**src/rtl/mem_arbiter_if.sv**
```systemverilog
// Bus bundle between the two masters, the arbiter and the single-port memory.
// The slave modport is the arbiter's view; the master modport is the environment's.
interface mem_arbiter_if #(
  parameter int DATA_W = 32,
  parameter int ADDR_W = 32
);
  logic              m0_req;
  logic              m0_we;
  logic [3:0]        m0_be;
  logic [ADDR_W-1:0] m0_addr;
  logic [DATA_W-1:0] m0_wdata;
  logic              m0_gnt;
  logic              m0_rvalid;
  logic [DATA_W-1:0] m0_rdata;

  logic              m1_req;
  logic              m1_we;
  logic [3:0]        m1_be;
  logic [ADDR_W-1:0] m1_addr;
  logic [DATA_W-1:0] m1_wdata;
  logic              m1_lock;
  logic              m1_gnt;
  logic              m1_rvalid;
  logic [DATA_W-1:0] m1_rdata;

  logic [ADDR_W-1:0] mem_addr;
  logic [DATA_W-1:0] mem_wdata;
  logic              mem_we;
  logic [3:0]        mem_be;
  logic [DATA_W-1:0] mem_rdata;

  modport slave (
    input  m0_req, m0_we, m0_be, m0_addr, m0_wdata,
    input  m1_req, m1_we, m1_be, m1_addr, m1_wdata, m1_lock,
    input  mem_rdata,
    output m0_gnt, m0_rvalid, m0_rdata,
    output m1_gnt, m1_rvalid, m1_rdata,
    output mem_addr, mem_wdata, mem_we, mem_be
  );

  modport master (
    output m0_req, m0_we, m0_be, m0_addr, m0_wdata,
    output m1_req, m1_we, m1_be, m1_addr, m1_wdata, m1_lock,
    output mem_rdata,
    input  m0_gnt, m0_rvalid, m0_rdata,
    input  m1_gnt, m1_rvalid, m1_rdata,
    input  mem_addr, mem_wdata, mem_we, mem_be
  );
endinterface

```
**src/rtl/mem_arbiter.sv**
```systemverilog
// Round-robin arbiter sharing one synchronous memory between the core (m0) and a
// debug loader (m1), with a bounded m1 burst lock so m0 cannot starve.
module mem_arbiter #(
  parameter int DATA_W   = 32,
  parameter int ADDR_W   = 32,
  parameter int MAX_LOCK = 16
) (
  input logic          clk,
  input logic          rst,
  mem_arbiter_if.slave bus
);

  typedef enum logic {
    IDLE  = 1'b0,
    LOCK1 = 1'b1
  } state_t;

  localparam logic [7:0] MAX_C = 8'(MAX_LOCK);

  state_t      state_q, state_d;
  logic        last_gnt_q, last_gnt_d;
  logic [7:0]  lock_cnt_q, lock_cnt_d;
  logic        rv0_q, rv0_d;
  logic        rv1_q, rv1_d;
  logic        gnt0, gnt1;

  logic [ADDR_W-1:0] mem_addr_d;
  logic [DATA_W-1:0] mem_wdata_d;
  logic              mem_we_d;
  logic [3:0]        mem_be_d;

  always_ff @(posedge clk) begin
    if (rst) begin
      state_q    <= IDLE;
      last_gnt_q <= 1'b1;
      lock_cnt_q <= '0;
      rv0_q      <= 1'b0;
      rv1_q      <= 1'b0;
    end else begin
      state_q    <= state_d;
      last_gnt_q <= last_gnt_d;
      lock_cnt_q <= lock_cnt_d;
      rv0_q      <= rv0_d;
      rv1_q      <= rv1_d;
    end
  end

  // A lock that drops (or whose request drops) falls straight through to the
  // IDLE rules in the same cycle, so no dead cycle is inserted.
  always_comb begin
    state_d    = state_q;
    last_gnt_d = last_gnt_q;
    lock_cnt_d = lock_cnt_q;
    gnt0       = 1'b0;
    gnt1       = 1'b0;

    if (state_q == LOCK1 && bus.m1_req && bus.m1_lock) begin
      if (lock_cnt_q == MAX_C && bus.m0_req) begin
        gnt0       = 1'b1;
        state_d    = IDLE;
        last_gnt_d = 1'b0;
        lock_cnt_d = '0;
      end else begin
        gnt1 = 1'b1;
        if (lock_cnt_q != MAX_C) lock_cnt_d = lock_cnt_q + 8'd1;
      end
    end else begin
      state_d    = IDLE;
      lock_cnt_d = '0;
      if (bus.m0_req && bus.m1_req) begin
        gnt0 = last_gnt_q;
        gnt1 = ~last_gnt_q;
      end else begin
        gnt0 = bus.m0_req;
        gnt1 = bus.m1_req;
      end
      if (gnt0) last_gnt_d = 1'b0;
      if (gnt1) begin
        last_gnt_d = 1'b1;
        if (bus.m1_lock) begin
          state_d    = LOCK1;
          lock_cnt_d = 8'd1;
        end
      end
    end

    if (rst) begin
      gnt0 = 1'b0;
      gnt1 = 1'b0;
    end

    rv0_d = gnt0 & ~bus.m0_we;
    rv1_d = gnt1 & ~bus.m1_we;
  end

  always_comb begin
    mem_addr_d  = '0;
    mem_wdata_d = '0;
    mem_we_d    = 1'b0;
    mem_be_d    = '0;
    if (gnt0) begin
      mem_addr_d  = bus.m0_addr;
      mem_wdata_d = bus.m0_wdata;
      mem_we_d    = bus.m0_we;
      mem_be_d    = bus.m0_be;
    end else if (gnt1) begin
      mem_addr_d  = bus.m1_addr;
      mem_wdata_d = bus.m1_wdata;
      mem_we_d    = bus.m1_we;
      mem_be_d    = bus.m1_be;
    end
  end

  assign bus.mem_addr  = mem_addr_d;
  assign bus.mem_wdata = mem_wdata_d;
  assign bus.mem_we    = mem_we_d;
  assign bus.mem_be    = mem_be_d;

  assign bus.m0_gnt    = gnt0;
  assign bus.m1_gnt    = gnt1;
  assign bus.m0_rvalid = rv0_q & ~rst;
  assign bus.m1_rvalid = rv1_q & ~rst;
  assign bus.m0_rdata  = bus.mem_rdata;
  assign bus.m1_rdata  = bus.mem_rdata;

endmodule

```
**src/flat_wrapper.sv**
```systemverilog
// flat-port wrapper written by rule: the top's interface ports become plain ports
module mem_arbiter_flat 
#(
  parameter int DATA_W   = 32,
  parameter int ADDR_W   = 32,
  parameter int MAX_LOCK = 16
)
  (clk, rst, bus_m0_req, bus_m0_we, bus_m0_be, bus_m0_addr, bus_m0_wdata, bus_m1_req, bus_m1_we, bus_m1_be, bus_m1_addr, bus_m1_wdata, bus_m1_lock, bus_mem_rdata, bus_m0_gnt, bus_m0_rvalid, bus_m0_rdata, bus_m1_gnt, bus_m1_rvalid, bus_m1_rdata, bus_mem_addr, bus_mem_wdata, bus_mem_we, bus_mem_be);
  mem_arbiter_if #(.DATA_W(DATA_W), .ADDR_W(ADDR_W)) bus_i ();
  input logic clk;
  input logic rst;
  input wire logic [$bits(bus_i.m0_req)-1:0] bus_m0_req;
  input wire logic [$bits(bus_i.m0_we)-1:0] bus_m0_we;
  input wire logic [$bits(bus_i.m0_be)-1:0] bus_m0_be;
  input wire logic [$bits(bus_i.m0_addr)-1:0] bus_m0_addr;
  input wire logic [$bits(bus_i.m0_wdata)-1:0] bus_m0_wdata;
  input wire logic [$bits(bus_i.m1_req)-1:0] bus_m1_req;
  input wire logic [$bits(bus_i.m1_we)-1:0] bus_m1_we;
  input wire logic [$bits(bus_i.m1_be)-1:0] bus_m1_be;
  input wire logic [$bits(bus_i.m1_addr)-1:0] bus_m1_addr;
  input wire logic [$bits(bus_i.m1_wdata)-1:0] bus_m1_wdata;
  input wire logic [$bits(bus_i.m1_lock)-1:0] bus_m1_lock;
  input wire logic [$bits(bus_i.mem_rdata)-1:0] bus_mem_rdata;
  output wire logic [$bits(bus_i.m0_gnt)-1:0] bus_m0_gnt;
  output wire logic [$bits(bus_i.m0_rvalid)-1:0] bus_m0_rvalid;
  output wire logic [$bits(bus_i.m0_rdata)-1:0] bus_m0_rdata;
  output wire logic [$bits(bus_i.m1_gnt)-1:0] bus_m1_gnt;
  output wire logic [$bits(bus_i.m1_rvalid)-1:0] bus_m1_rvalid;
  output wire logic [$bits(bus_i.m1_rdata)-1:0] bus_m1_rdata;
  output wire logic [$bits(bus_i.mem_addr)-1:0] bus_mem_addr;
  output wire logic [$bits(bus_i.mem_wdata)-1:0] bus_mem_wdata;
  output wire logic [$bits(bus_i.mem_we)-1:0] bus_mem_we;
  output wire logic [$bits(bus_i.mem_be)-1:0] bus_mem_be;
  assign bus_i.m0_req = bus_m0_req;
  assign bus_i.m0_we = bus_m0_we;
  assign bus_i.m0_be = bus_m0_be;
  assign bus_i.m0_addr = bus_m0_addr;
  assign bus_i.m0_wdata = bus_m0_wdata;
  assign bus_i.m1_req = bus_m1_req;
  assign bus_i.m1_we = bus_m1_we;
  assign bus_i.m1_be = bus_m1_be;
  assign bus_i.m1_addr = bus_m1_addr;
  assign bus_i.m1_wdata = bus_m1_wdata;
  assign bus_i.m1_lock = bus_m1_lock;
  assign bus_i.mem_rdata = bus_mem_rdata;
  assign bus_m0_gnt = bus_i.m0_gnt;
  assign bus_m0_rvalid = bus_i.m0_rvalid;
  assign bus_m0_rdata = bus_i.m0_rdata;
  assign bus_m1_gnt = bus_i.m1_gnt;
  assign bus_m1_rvalid = bus_i.m1_rvalid;
  assign bus_m1_rdata = bus_i.m1_rdata;
  assign bus_mem_addr = bus_i.mem_addr;
  assign bus_mem_wdata = bus_i.mem_wdata;
  assign bus_mem_we = bus_i.mem_we;
  assign bus_mem_be = bus_i.mem_be;
  mem_arbiter #(.DATA_W(DATA_W), .ADDR_W(ADDR_W), .MAX_LOCK(MAX_LOCK)) u_core (.clk(clk), .rst(rst), .bus(bus_i));
endmodule
```
**config.mk**
```make
export PLATFORM = sky130hd
export DESIGN_NAME = mem_arbiter_flat
export DESIGN_NICKNAME = d
export VERILOG_FILES = /design/src/rtl/mem_arbiter_if.sv /design/src/rtl/mem_arbiter.sv /design/src/flat_wrapper.sv
export SDC_FILE = /design/constraint.sdc
export NUM_CORES = 1
export LEC_CHECK = 0
export CORE_AREA = 2 2 120 122
export DETAILED_ROUTE_END_ITERATION = 7
export DIE_AREA = 0 0 122 124
export GPL_TIMING_DRIVEN = 0
export SYNTH_ARGS = -nofsm -noshare
export SYNTH_HDL_FRONTEND = slang
export SYNTH_SLANG_ARGS = --single-unit
export TNS_END_PERCENT = 100
```
**constraint.sdc**
```tcl
create_clock -name clk -period 2.54 [get_ports clk]
set_input_delay 0.635 -clock clk [delete_from_list [all_inputs] [get_ports clk]]
set_output_delay 0.635 -clock clk [all_outputs]
set_load 0.02 [all_outputs]
```
==> metrics.cfg <==
[drt]
avgViaCountPerCell = 3.939
drc = 0
wl_um = 10430
drt_iter0_markers = 53
wire_per_inst_um = 15.07
ant_nets = 0
num_vias = 2726
dr.pass1.iters = 4

[logic_synthesis]
syn-cell-area_um2 = 1797
synth_cells = 213
synth_top_cells_by_count = a22o_1, buf_4, dfxtp_1
ys.flop_type = dfxtp_1
synth_nets = 390
synth_seq_cells = 12
synth-async-reset-ratio_pct = 0
synth_top_area_share_pct = 31.69
ys_warn_count = 0
yosysMostFrequentCell = a22o_1
yosysSeqAreaShare_pct = 13.37
yosys-top-cells-area = a22o_1, buf_4, dfxtp_1, buf_6, a22o_2
syn_area_per_cell_um2 = 8.435
yosysUniqueCellTypes = 30
synth_area_leader_cell = a22o_1
synth-edff-count = 0

[floorplanning]
initial_core_util_pct = 13.10
num_rows = 43
core_area_um2 = 13720
die_height_um = 124
die_x_um = 122
ioPinCount = 312
fp.dieArea_um2 = 15130

[worst_setup_path]
timing.rr.end = u_core.rv0_q
path_max_fanout = 5
cp-startpoint = u_core.lock_cnt_q[2]
r2r-start = u_core.lock_cnt_q[2]
cp-endpoint = bus_mem_wdata[12]
cp-end-kind = primary output
critPathKind = reg -> out
cp-start-kind = flop
required_ps = 1900
reg2reg_depth = 7
rrSetupSlack_ps = 570
cp_data_arrival_time_ps = 2340

[timing]
tightest_slew_ps = 450.2
skew_ps = 3.489
period_minus_slack_ps = 2978
setup_viol_count_final = 71
fin_crit_sh_pct = 117.2
rsz0062_at_grt = yes
slew_headroom_pct = 69.99
hold_violations = 0
final-max-slew-violation-count = 0
fmax_ghz = 0.3358
fin_hold_ws_ps = 534.1
layout_setup_ws_ps = -437.6

[min_path]
whs_path_depth = 2
min-delay-start = u_core.lock_cnt_q[1]
min_path_type = reg -> reg

[power_and_ir_drop]
p_sw_mw = 0.4697
p_clk_share_pct = 21.8
swShare_pct = 31.67
seqPwrFrac_pct = 13.1
combPwrFrac_pct = 65.2
intPower_mw = 1.013
p_per_area_nw_per_um2 = 280.1
p_leak_nw = 2.299
vdd_ir_drop_max_v = 0.0001362

[cts]
clk_pin_slew_worst_paths_ps = 40
clockRootBuffer = clkbuf_16
clock-sinks = 12
htreeDepth = 1
cts_tree = yes
clk_path_buf_depth = 2
cts_hold_buf = 0
insertion_delay_ps = 240
cts_buffers = 3

[run_status]
violations = negative setup slack
outcome = finished, violations left

[global_route]
gr-total-overflow = 0
gr-usage-all-layers_pct = 11.79
antenna_found_initial = 0
grt_max_degree = 11
grt_pass1_vias = 2676
grt_pass1_wl_um = 13990

[layout]
syn2layout_area_growth_pct = 194.7
antennaDiodeCount = 0
nNetsFinal = 690
fin_area_um2 = 5295
drive_gt1_share_pct = 38.48

[place]
port_buffers = 278
gp_congestion = 0.7822
dp_hpwl_um = 8708
place_area_um2 = 4875

[flow_run]
drv_cap = 0

==> per-stage QoR <==
stage	total power [mW]	TNS [ps]	util, %	setup slack [ps]	std cells
after floorplan	0.5919	-4094	-	-63.34	213
after global placement	1.105	-128360	35.53	-1871	671
after detailed placement	1.111	-131490	35.53	-1908	671
after CTS	1.479	-21280	37.67	-347.9	684
after global routing	1.549	-32410	38.60	-503.4	692
final	1.483	-27080	38.60	-437.6	692
==> timing repair <==
item	CTS	global route
gates resized for setup	443	19
gates cloned	2	2
pin swaps	6	11
endpoints found under the setup margin	73	71
buffers inserted	7	7
==> power by group through the flow <==
| stage | sequential [mW] | clock (mW) | combinational, mW |
|---|---|---|---|
| 2_1_floorplan | 0.197 | 0 | 0.395 |
| 3_3_place_gp | 0.198 | 0 | 0.907 |
| 3_5_place_dp | 0.198 | 0 | 0.913 |
| 4_1_cts | 0.194 | 0.331 | 0.955 |
| 5_1_grt | 0.194 | 0.340 | 1.01 |
| 6_report | 0.194 | 0.323 | 0.966 |
==> sequential cells by signal (all words and copies together), names as in the netlist <==
signal             flops
u_core.rv0_q           1
u_core.lock_cnt_q      8
u_core.rv1_q           1
u_core.state_q         1
u_core.last_gnt_q      1
==> how the worst min path moves through the flow <==
stage | to | slack [ps]
floorplan | u_core.lock_cnt_q[1] | 470
global placement | u_core.last_gnt_q | 490
detailed placement | u_core.lock_cnt_q[7] | 500
CTS | u_core.last_gnt_q | 520
global route | u_core.last_gnt_q | 540
finish | u_core.lock_cnt_q[1] | 530
==> cells by family after synthesis <==
kind of cell | synth area share (%)
compound gates | 38.72
xor+xnor | 2.437
fa+ha+maj | 1.393
buf+inv | 33.43
flops | 13.37
mux | 0.5571
simple gates | 10.10
==> routing by layer <==
metal	up-vias	track usage, %	wire length, um	share of wire [%]
met4	0	3.448	171	1.6
met2	171	23.57	5668	54
met3	13	2.610	1054	10
met5	-	0	0	0
li1	1328	-	-	-
met1	1214	12.17	3533	34
==> placed cells by master, fill, tap and decap left out, types with 4 or more instances in the layout <==
master,netlist,layout
clkbuf_16,0,4
buf_6,7,61
buf_8,0,4
nor2_1,7,7
buf_4,64,85
dfxtp_2,0,4
buf_12,0,4
a22o_1,65,61
xor2_1,4,4
a22o_4,0,8
dfxtp_1,12,7
nand3_1,6,6
buf_2,0,6
clkdlybuf4s50_1,0,204
a21oi_1,6,5
==> worst max-delay path: stages (launching register included) <==
cell and delay (ps):
dfxtp_4 340, or3_4 380, or2_4 250, a2111oi_4 410
buf_6 160, buf_12 130, buf_4 140, a22o_1 150
buf_6 130
==> area by class of cell <==
class | count | area, um2
multi-input cells | 119 | 1082
plain buffers | 79 | 650.6
fillers | 1343 | 8424
well taps | 180 | 225.2
clock buffers | 4 | 88.84
inverters | 3 | 13.76
flip-flops and latches | 12 | 249.0
repair buffers | 295 | 2985
No activity file was read; power rests on OpenSTA's default activity.
